--- src/rtl/wb_dma_copy.sv ---
// Wishbone word-copy DMA engine.
// A classic responder port exposes SRC/DST/LEN/CTRL. A classic initiator
// port copies LEN 32-bit words from SRC to DST, one read followed by one
// write per word. A level interrupt is raised on completion.
module wb_dma_copy #(
    parameter int LEN_WIDTH = 16
) (
    input  logic        wb_clk_i,
    input  logic        wb_rst_i,
    // responder port
    input  logic [31:0] wbs_adr_i,
    input  logic [31:0] wbs_dat_i,
    input  logic [3:0]  wbs_sel_i,
    input  logic        wbs_we_i,
    input  logic        wbs_cyc_i,
    input  logic        wbs_stb_i,
    output logic [31:0] wbs_dat_o,
    output logic        wbs_ack_o,
    // initiator port
    output logic [31:0] wbm_adr_o,
    output logic [31:0] wbm_dat_o,
    input  logic [31:0] wbm_dat_i,
    output logic [3:0]  wbm_sel_o,
    output logic        wbm_we_o,
    output logic        wbm_cyc_o,
    output logic        wbm_stb_o,
    input  logic        wbm_ack_i,
    input  logic        wbm_err_i,
    output logic        irq_o
);

    typedef enum logic [1:0] {
        IDLE = 2'd0,
        RD   = 2'd1,
        WR   = 2'd2,
        GAP  = 2'd3
    } state_t;

    state_t               state;
    state_t               state_next;

    logic [31:0]          src;
    logic [31:0]          dst;
    logic [LEN_WIDTH-1:0] len;
    logic [31:0]          data_buf;
    logic                 done;
    logic                 err;
    logic                 ie;
    logic                 abort_pend;

    logic                 access;
    logic                 reg_wr;
    logic                 ctrl_wr;
    logic                 start_req;
    logic                 abort_req;
    logic                 busy;
    logic                 abort_hit;
    logic                 len_last;
    logic [31:0]          reg_rdata;

    // Only address bits [3:2] are decoded and byte selects are ignored.
    logic                 unused_inputs;
    assign unused_inputs = ^{wbs_sel_i, wbs_adr_i[31:4], wbs_adr_i[1:0]};

    // A responder access is taken once per request: the ack register gates
    // the next one, so ack is never high for two cycles in a row.
    assign access    = wbs_cyc_i & wbs_stb_i & ~wbs_ack_o;
    assign reg_wr    = access & wbs_we_i;
    assign ctrl_wr   = reg_wr & (wbs_adr_i[3:2] == 2'd3);
    assign start_req = ctrl_wr & wbs_dat_i[0];
    assign abort_req = ctrl_wr & wbs_dat_i[5];

    assign busy      = (state != IDLE);
    assign abort_hit = abort_pend | (abort_req & busy);
    assign len_last  = (len == LEN_WIDTH'(1));

    assign irq_o     = done & ie;
    assign wbm_sel_o = 4'hF;

    // Live register read mux.
    always_comb begin
        reg_rdata = 32'd0;
        case (wbs_adr_i[3:2])
            2'd0:    reg_rdata = src;
            2'd1:    reg_rdata = dst;
            2'd2:    reg_rdata = {{(32 - LEN_WIDTH){1'b0}}, len};
            default: reg_rdata = {26'd0, 1'b0, ie, err, done, busy, 1'b0};
        endcase
    end

    // Responder handshake: single-cycle ack with read data captured alongside.
    always_ff @(posedge wb_clk_i or posedge wb_rst_i) begin
        if (wb_rst_i) begin
            wbs_ack_o <= 1'b0;
            wbs_dat_o <= 32'd0;
        end else begin
            // NOTE: sequential state uses non-blocking assignments so every
            // flop samples the pre-edge values regardless of statement order.
            wbs_ack_o <= access;
            if (access) begin
                wbs_dat_o <= reg_rdata;
            end
        end
    end

    // Initiator state register; reset drops cyc/stb immediately.
    always_ff @(posedge wb_clk_i or posedge wb_rst_i) begin
        if (wb_rst_i) begin
            state <= IDLE;
        end else begin
            state <= state_next;
        end
    end

    // Next-state and initiator bus outputs, decoded from the current state.
    always_comb begin
        // NOTE: every output gets a default first so no latch is inferred
        // on paths that do not assign it.
        state_next = state;
        wbm_cyc_o  = 1'b0;
        wbm_stb_o  = 1'b0;
        wbm_we_o   = 1'b0;
        wbm_adr_o  = 32'd0;
        wbm_dat_o  = 32'd0;
        case (state)
            IDLE: begin
                if (start_req && (len != '0)) begin
                    state_next = RD;
                end
            end
            RD: begin
                wbm_cyc_o = 1'b1;
                wbm_stb_o = 1'b1;
                wbm_adr_o = src;
                if (wbm_err_i) begin
                    state_next = IDLE;
                end else if (wbm_ack_i) begin
                    state_next = WR;
                end
            end
            WR: begin
                wbm_cyc_o = 1'b1;
                wbm_stb_o = 1'b1;
                wbm_we_o  = 1'b1;
                wbm_adr_o = dst;
                wbm_dat_o = data_buf;
                if (wbm_err_i) begin
                    state_next = IDLE;
                end else if (wbm_ack_i) begin
                    state_next = (len_last || abort_hit) ? IDLE : GAP;
                end
            end
            GAP: begin
                state_next = abort_hit ? IDLE : RD;
            end
        endcase
    end

    // Programmable registers and transfer bookkeeping. Engine events are
    // placed after register writes so a completion wins over a W1C of DONE.
    always_ff @(posedge wb_clk_i or posedge wb_rst_i) begin
        if (wb_rst_i) begin
            src        <= 32'd0;
            dst        <= 32'd0;
            len        <= '0;
            data_buf   <= 32'd0;
            done       <= 1'b0;
            err        <= 1'b0;
            ie         <= 1'b0;
            abort_pend <= 1'b0;
        end else begin
            if (reg_wr) begin
                case (wbs_adr_i[3:2])
                    2'd0: if (!busy) src <= {wbs_dat_i[31:2], 2'b00};
                    2'd1: if (!busy) dst <= {wbs_dat_i[31:2], 2'b00};
                    2'd2: if (!busy) len <= wbs_dat_i[LEN_WIDTH-1:0];
                    default: begin
                        ie <= wbs_dat_i[4];
                        if (wbs_dat_i[2]) done <= 1'b0;
                        if (wbs_dat_i[3]) err  <= 1'b0;
                    end
                endcase
            end

            case (state)
                IDLE: begin
                    if (start_req) begin
                        if (len != '0) begin
                            done <= 1'b0;
                            err  <= 1'b0;
                        end else begin
                            done <= 1'b1;
                        end
                    end
                end
                RD: begin
                    if (wbm_err_i) begin
                        err  <= 1'b1;
                        done <= 1'b1;
                    end else if (wbm_ack_i) begin
                        data_buf <= wbm_dat_i;
                    end
                end
                WR: begin
                    if (wbm_err_i) begin
                        err  <= 1'b1;
                        done <= 1'b1;
                    end else if (wbm_ack_i) begin
                        src <= src + 32'd4;
                        dst <= dst + 32'd4;
                        len <= len - LEN_WIDTH'(1);
                        if (len_last || abort_hit) begin
                            done <= 1'b1;
                        end
                    end
                end
                GAP: begin
                    if (abort_hit) begin
                        done <= 1'b1;
                    end
                end
            endcase

            // Abort is remembered only while a transfer is running.
            abort_pend <= (state_next != IDLE) && (abort_pend || (abort_req && busy));
        end
    end

endmodule

--- config.mk ---
export PLATFORM = sky130hd
export DESIGN_NAME = wb_dma_copy
export DESIGN_NICKNAME = d
export VERILOG_FILES = /design/src/rtl/wb_dma_copy.sv
export SDC_FILE = /design/constraint.sdc
export NUM_CORES = 1
export LEC_CHECK = 0
export CORE_ASPECT_RATIO = 0.9
export CORE_MARGIN = 2
export CORE_UTILIZATION = 51
export CTS_CLUSTER_SIZE = 8
export DETAILED_ROUTE_END_ITERATION = 8
export GPL_TIMING_DRIVEN = 0
export HOLD_SLACK_MARGIN = 0.1
export PLACE_DENSITY = 0.82
export SKIP_LAST_GASP = 1
export SYNTH_ARGS = -nofsm -noshare
export SYNTH_HDL_FRONTEND = slang
export SYNTH_SLANG_ARGS = --single-unit
--- constraint.sdc ---
create_clock -name wb_clk_i -period 5.6 [get_ports wb_clk_i]
set_clock_uncertainty 0.05 [all_clocks]
set_input_delay 1.12 -clock wb_clk_i [delete_from_list [all_inputs] [get_ports wb_clk_i]]
set_output_delay 1.12 -clock wb_clk_i [all_outputs]
set_load 0.01 [all_outputs]
Word level (Yosys, flattened, before mapping)

Cells that the tools add are included.

Reduce and logical (&&, ||, !) cells: 14
$add $sub $neg: 3
Equal/unequal tests: 7
Bitwise operators: 12
Muxes and demuxes: 49

Operators by type and width:

| kind                                               | count |
|---|---|
| 2-to-1 mux 32 bit                                  | 13 |
| 2-to-1 mux 16 bit                                  | 6 |
| case mux 32 bit (3 select lines)                   | 1 |
| adder 32 x 3 -> 32 bit, second input constant      | 2 |
| case mux 32 bit (2 select lines)                   | 1 |
| 2-to-1 mux 1 bit                                   | 19 |
| == test 16 x 1 -> 1 bit, second input constant     | 1 |
| nonzero test 16 bit                                | 1 |
| subtractor 16 x 1 -> 16 bit, second input constant | 1 |
| 2-to-1 mux 2 bit                                   | 6 |
| bitwise AND 1 bit                                  | 8 |
| == test 2 bit, second input constant               | 4 |
| case mux 2 bit (4 select lines)                    | 1 |
| == test 2 x 1 -> 1 bit, second input constant      | 2 |
| zero test 2 bit                                    | 2 |
| case mux 1 bit (4 select lines)                    | 1 |
| nonzero test 2 bit                                 | 2 |
| logical AND 1 bit                                  | 3 |
| NOT 1 bit                                          | 3 |
| AND reduction 3 bit                                | 1 |
| OR reduction 3 bit                                 | 1 |
| logical OR 1 bit                                   | 2 |
| case mux 1 bit (2 select lines)                    | 1 |
| AND reduction 2 bit                                | 1 |
| 2 further kinds                                    | 2 |

Register bits after elaboration: 151

Depth between registers and ports, before layout

Depth after elaboration: 14
Mapped depth: 9

Worst setup path after synthesis

OpenSTA, ideal clock, no wires.

Path kind: register to output
Start point: register state[0]
End point: output port wbm_adr_o[12]
Buffers on the path: 2
Stages on the path, launching flop included: 7
Path slack: 2.711 ns
Data arrival time: 1.719 ns
Cells stage by stage: dfrtp_1 -> inv_1 -> ha_1 -> clkbuf_1 -> buf_1 -> a22oi_1 -> nor2b_1

Longest elaborated chain between the ends: 2

Ends and longest elaborated chain:

| what                                                    | line | RTL |
|---|---|---|
| start: declaration                                      | 39   | `state_t state;` |
| start signal: assignment                                | 111  | `state <= state_next;` |
| == test 2 bit or == test 2 x 1 -> 1 bit (tied branches) | 125  | `case (state)` |
| case mux 32 bit (2 select lines) (*)                    | 125  |  |
| end: declaration                                        | 20   | `output logic [31:0] wbm_adr_o,` |

Mark *: on every way between the ends. The rest lies on a longest branch, timed or not.

Worst setup path in the final report

Ends and elaborated chain as after synthesis.

==> run metrics <==
worst reg-to-reg setup slack 2.55 ns; Synth cell types 69; fraction of layout cells with a size suffix above 1 10.9%; final instance area 11600 um2; Worst-Margin Slew 0.904 ns; Crit path required time 4.43 ns; # Post-CTS Setup Buffers 0; grt met3 use 11.6%; Post-DP Area 11000 um2; hold_buf cts 0; met1 Track Usage GR 45.7%; CTS tree yes; Pleak 4.63 nW; row cnt 45; unrepaired setup endpoints after global routing false; final worst setup slack 1.07 ns; met2 Resource Use GR 50.5%; area grow syn2layout 29.1%; Seq cells post-synth 151; Power, Total 5.61 mW; Comb pwr share 43.6%; Hold Violations, Final 0; grt total ovfl 0; vias in the first global route 8645; Final #Nets 1299; die area 18600 um2; share of the synthesized area in the top cell type 42.2%; Reg2Reg Launch Point state[0]; DRT Wirelength 31.1 mm; Internal Pwr Total 3.32 mW; Hold Crit Endpoint wbs_dat_o[1]; FFs w/ async S/R, synth 100%; Post-synth EDFFs 0; clock buffer count from CTS 17; dominant cells by area after synthesis dfrtp_1 42%, mux2_2 4.3%, nor2_1 3.9%; Boundary Pins 212; Clk Latency, worst-skew pair 0.44 ns; MaxCap Viol Count 0; Peak VDD IR 363 uV; NetSw 2.29 mW; post_cts resized 0; critical setup path kind flip-flop to primary output; via count 9143; CTS sink cnt 151; busiest grt layer met2; Yosys Warn Count 0; Sw Ratio 40.9%; largest net degree at the start of global routing 81; Routed Antenna Nets 0; Netlist Area Pre-Place 8950 um2; startpoint types flip-flop; crit path DAT 3.36 ns; most common cell after layout, fill and taps aside clkdlybuf4s50_1; part of the cycle the worst path needs 81.0%; vias per cell 6.39; n_diodes 0; routability cong. 1.02; Min-Delay Startpoint wbs_dat_o[1]; wire per inst 21.7 um; status finished, final reports clean; Syn Inst Count 988; Main synth FF type dfrtp_1; HPWL Detailed 22.3 mm; root buffer cell clkbuf_16; Crit Path Max Fanout 10; final cell count without fillers 1431; Crit. End Element primary output; initial antenna violation count 0; count of filler cells inserted in the layout 1415; die height 130 um; hold depth 2; drt drc 0; area leader, netlist dfrtp_1; Fmax achieved 221 MHz; worst-case clock buffer depth 2; fin crit period 4.53 ns; input/output buffers 172; sequential power share 37.0%; Initial Util 52.6%; placed cells 1399; Final setup violation count 0; DR pass1 iterations 5; dpl ws 1.63 ns; commonest cells after routing, fill and taps aside 172 x clkdlybuf4s50_1, 151 x dfrtp_1, 93 x nor2_1; Fin Hold WS 0.424 ns; syn avg cell area 9.06 um2; Slew HR 39.7%; capture point of the worst reg-to-reg path src[30]; Clock Power Share 19.4%; core area 17000 um2; Reg2Reg Depth 8; GRT Overall Usage 34.1%; clock transition at the registers of the reported paths 0.06 ns; PwrDens 486 nW/um2; Seq/Total Area, Yosys 42.2%; Die Span X 144 um; Slew Viols, Final 0; first-pass GRT wire length 48.1 mm; H-tree levels 4; DRT iter0 DRCs 1343; Hold Path Class flip-flop to flip-flop
## worst max-delay path, cell delays in order, from the launching register on
cell             delay (ns)
dfrtp_1                0.43
inv_1                  0.15
ha_1                   0.31
clkbuf_1               0.58
buf_1                  0.53
a22oi_1                0.21
nor2b_1                0.16
clkdlybuf4s50_1        0.55
## area by class of cell
cell class / count / area (um2) / area share, %
Timing Repair Buffer: 173 / 1750 / 15.1
Sequential cell: 151 / 3780 / 32.7
Clock buffer: 17 / 425 / 3.68
Tap cell: 235 / 294 / 2.54
Inverter: 17 / 68.8 / 0.595
Buffer: 78 / 365 / 3.16
Multi-Input combinational cell: 745 / 4750 / 41.1
Clock inverter: 15 / 123 / 1.06
## sequential cells by signal (all words and copies together), names as in the netlist, 2 cells and up
name,count
data_buf,32
dst,32
len,16
src,32
state,2
wbs_dat_o,32
## power by group through the flow
stage	sequential, mW	clock, mW	combinational (mW)
after floorplan	1.94	0	1.46
after global routing	2.13	1.16	2.65
after detailed placement	2.06	0	2.40
after global placement	2.04	0	2.35
final	2.07	1.09	2.45
after CTS	2.04	1.09	2.42
## synthesized netlist by cell type (5+ instances only)
library cell  number
a211oi_1          13
a21oi_1           57
a221o_1            5
a22oi_1           32
a311oi_1          13
a31oi_1            6
and2_1            38
and3_1            15
and4_1             8
buf_1              9
buf_2             21
buf_4             10
clkbuf_1          36
dfrtp_1          151
ha_1               9
inv_1             17
mux2_2            34
mux2i_1           33
nand2_1           91
nand3_1           24
nand4_1           14
nor2_1            93
nor2b_1           37
nor3_1            27
nor4_1            20
o21ai_0           49
o22ai_1           18
o31ai_1           22
o32ai_1            5
## how the worst max path moves through the flow
stage	depth (start not counted)	startpoint	endpoint	slack, ns
final	7	state[0]	wbm_adr_o[12]	1.07
after global routing	7	state[0]	wbm_adr_o[12]	0.91
after CTS	7	state[0]	wbm_adr_o[14]	1.15
after detailed placement	7	state[0]	wbm_adr_o[14]	1.63
after global placement	2	wb_rst_i	data_buf[24]	-1.88
after floorplan	1	wb_rst_i	abort_pend	0.37
## stage by stage
stage	util, %	setup TNS [ns]
after global routing	68.0	0
after detailed placement	64.7	0
final	68.0	0
after CTS	68.0	0
after floorplan	-	0
after global placement	64.6	-282.78
## cell families after synthesis
family | synth area share, %
mux | 8.98
compound gates | 19.3
simple gates | 23.3
buf+inv | 4.80
fa+ha+maj | 1.26
other cells | 0.0419
xor+xnor | 0.0979
flops | 42.2
## metal layers
layer  share of wire, %  wire, um
met5                  0         0
met4                4.3      1340
met3                 14      4360
met2                 43     13500
met1                 38     11900
Note: power is estimated with default switching activity, not from simulation.
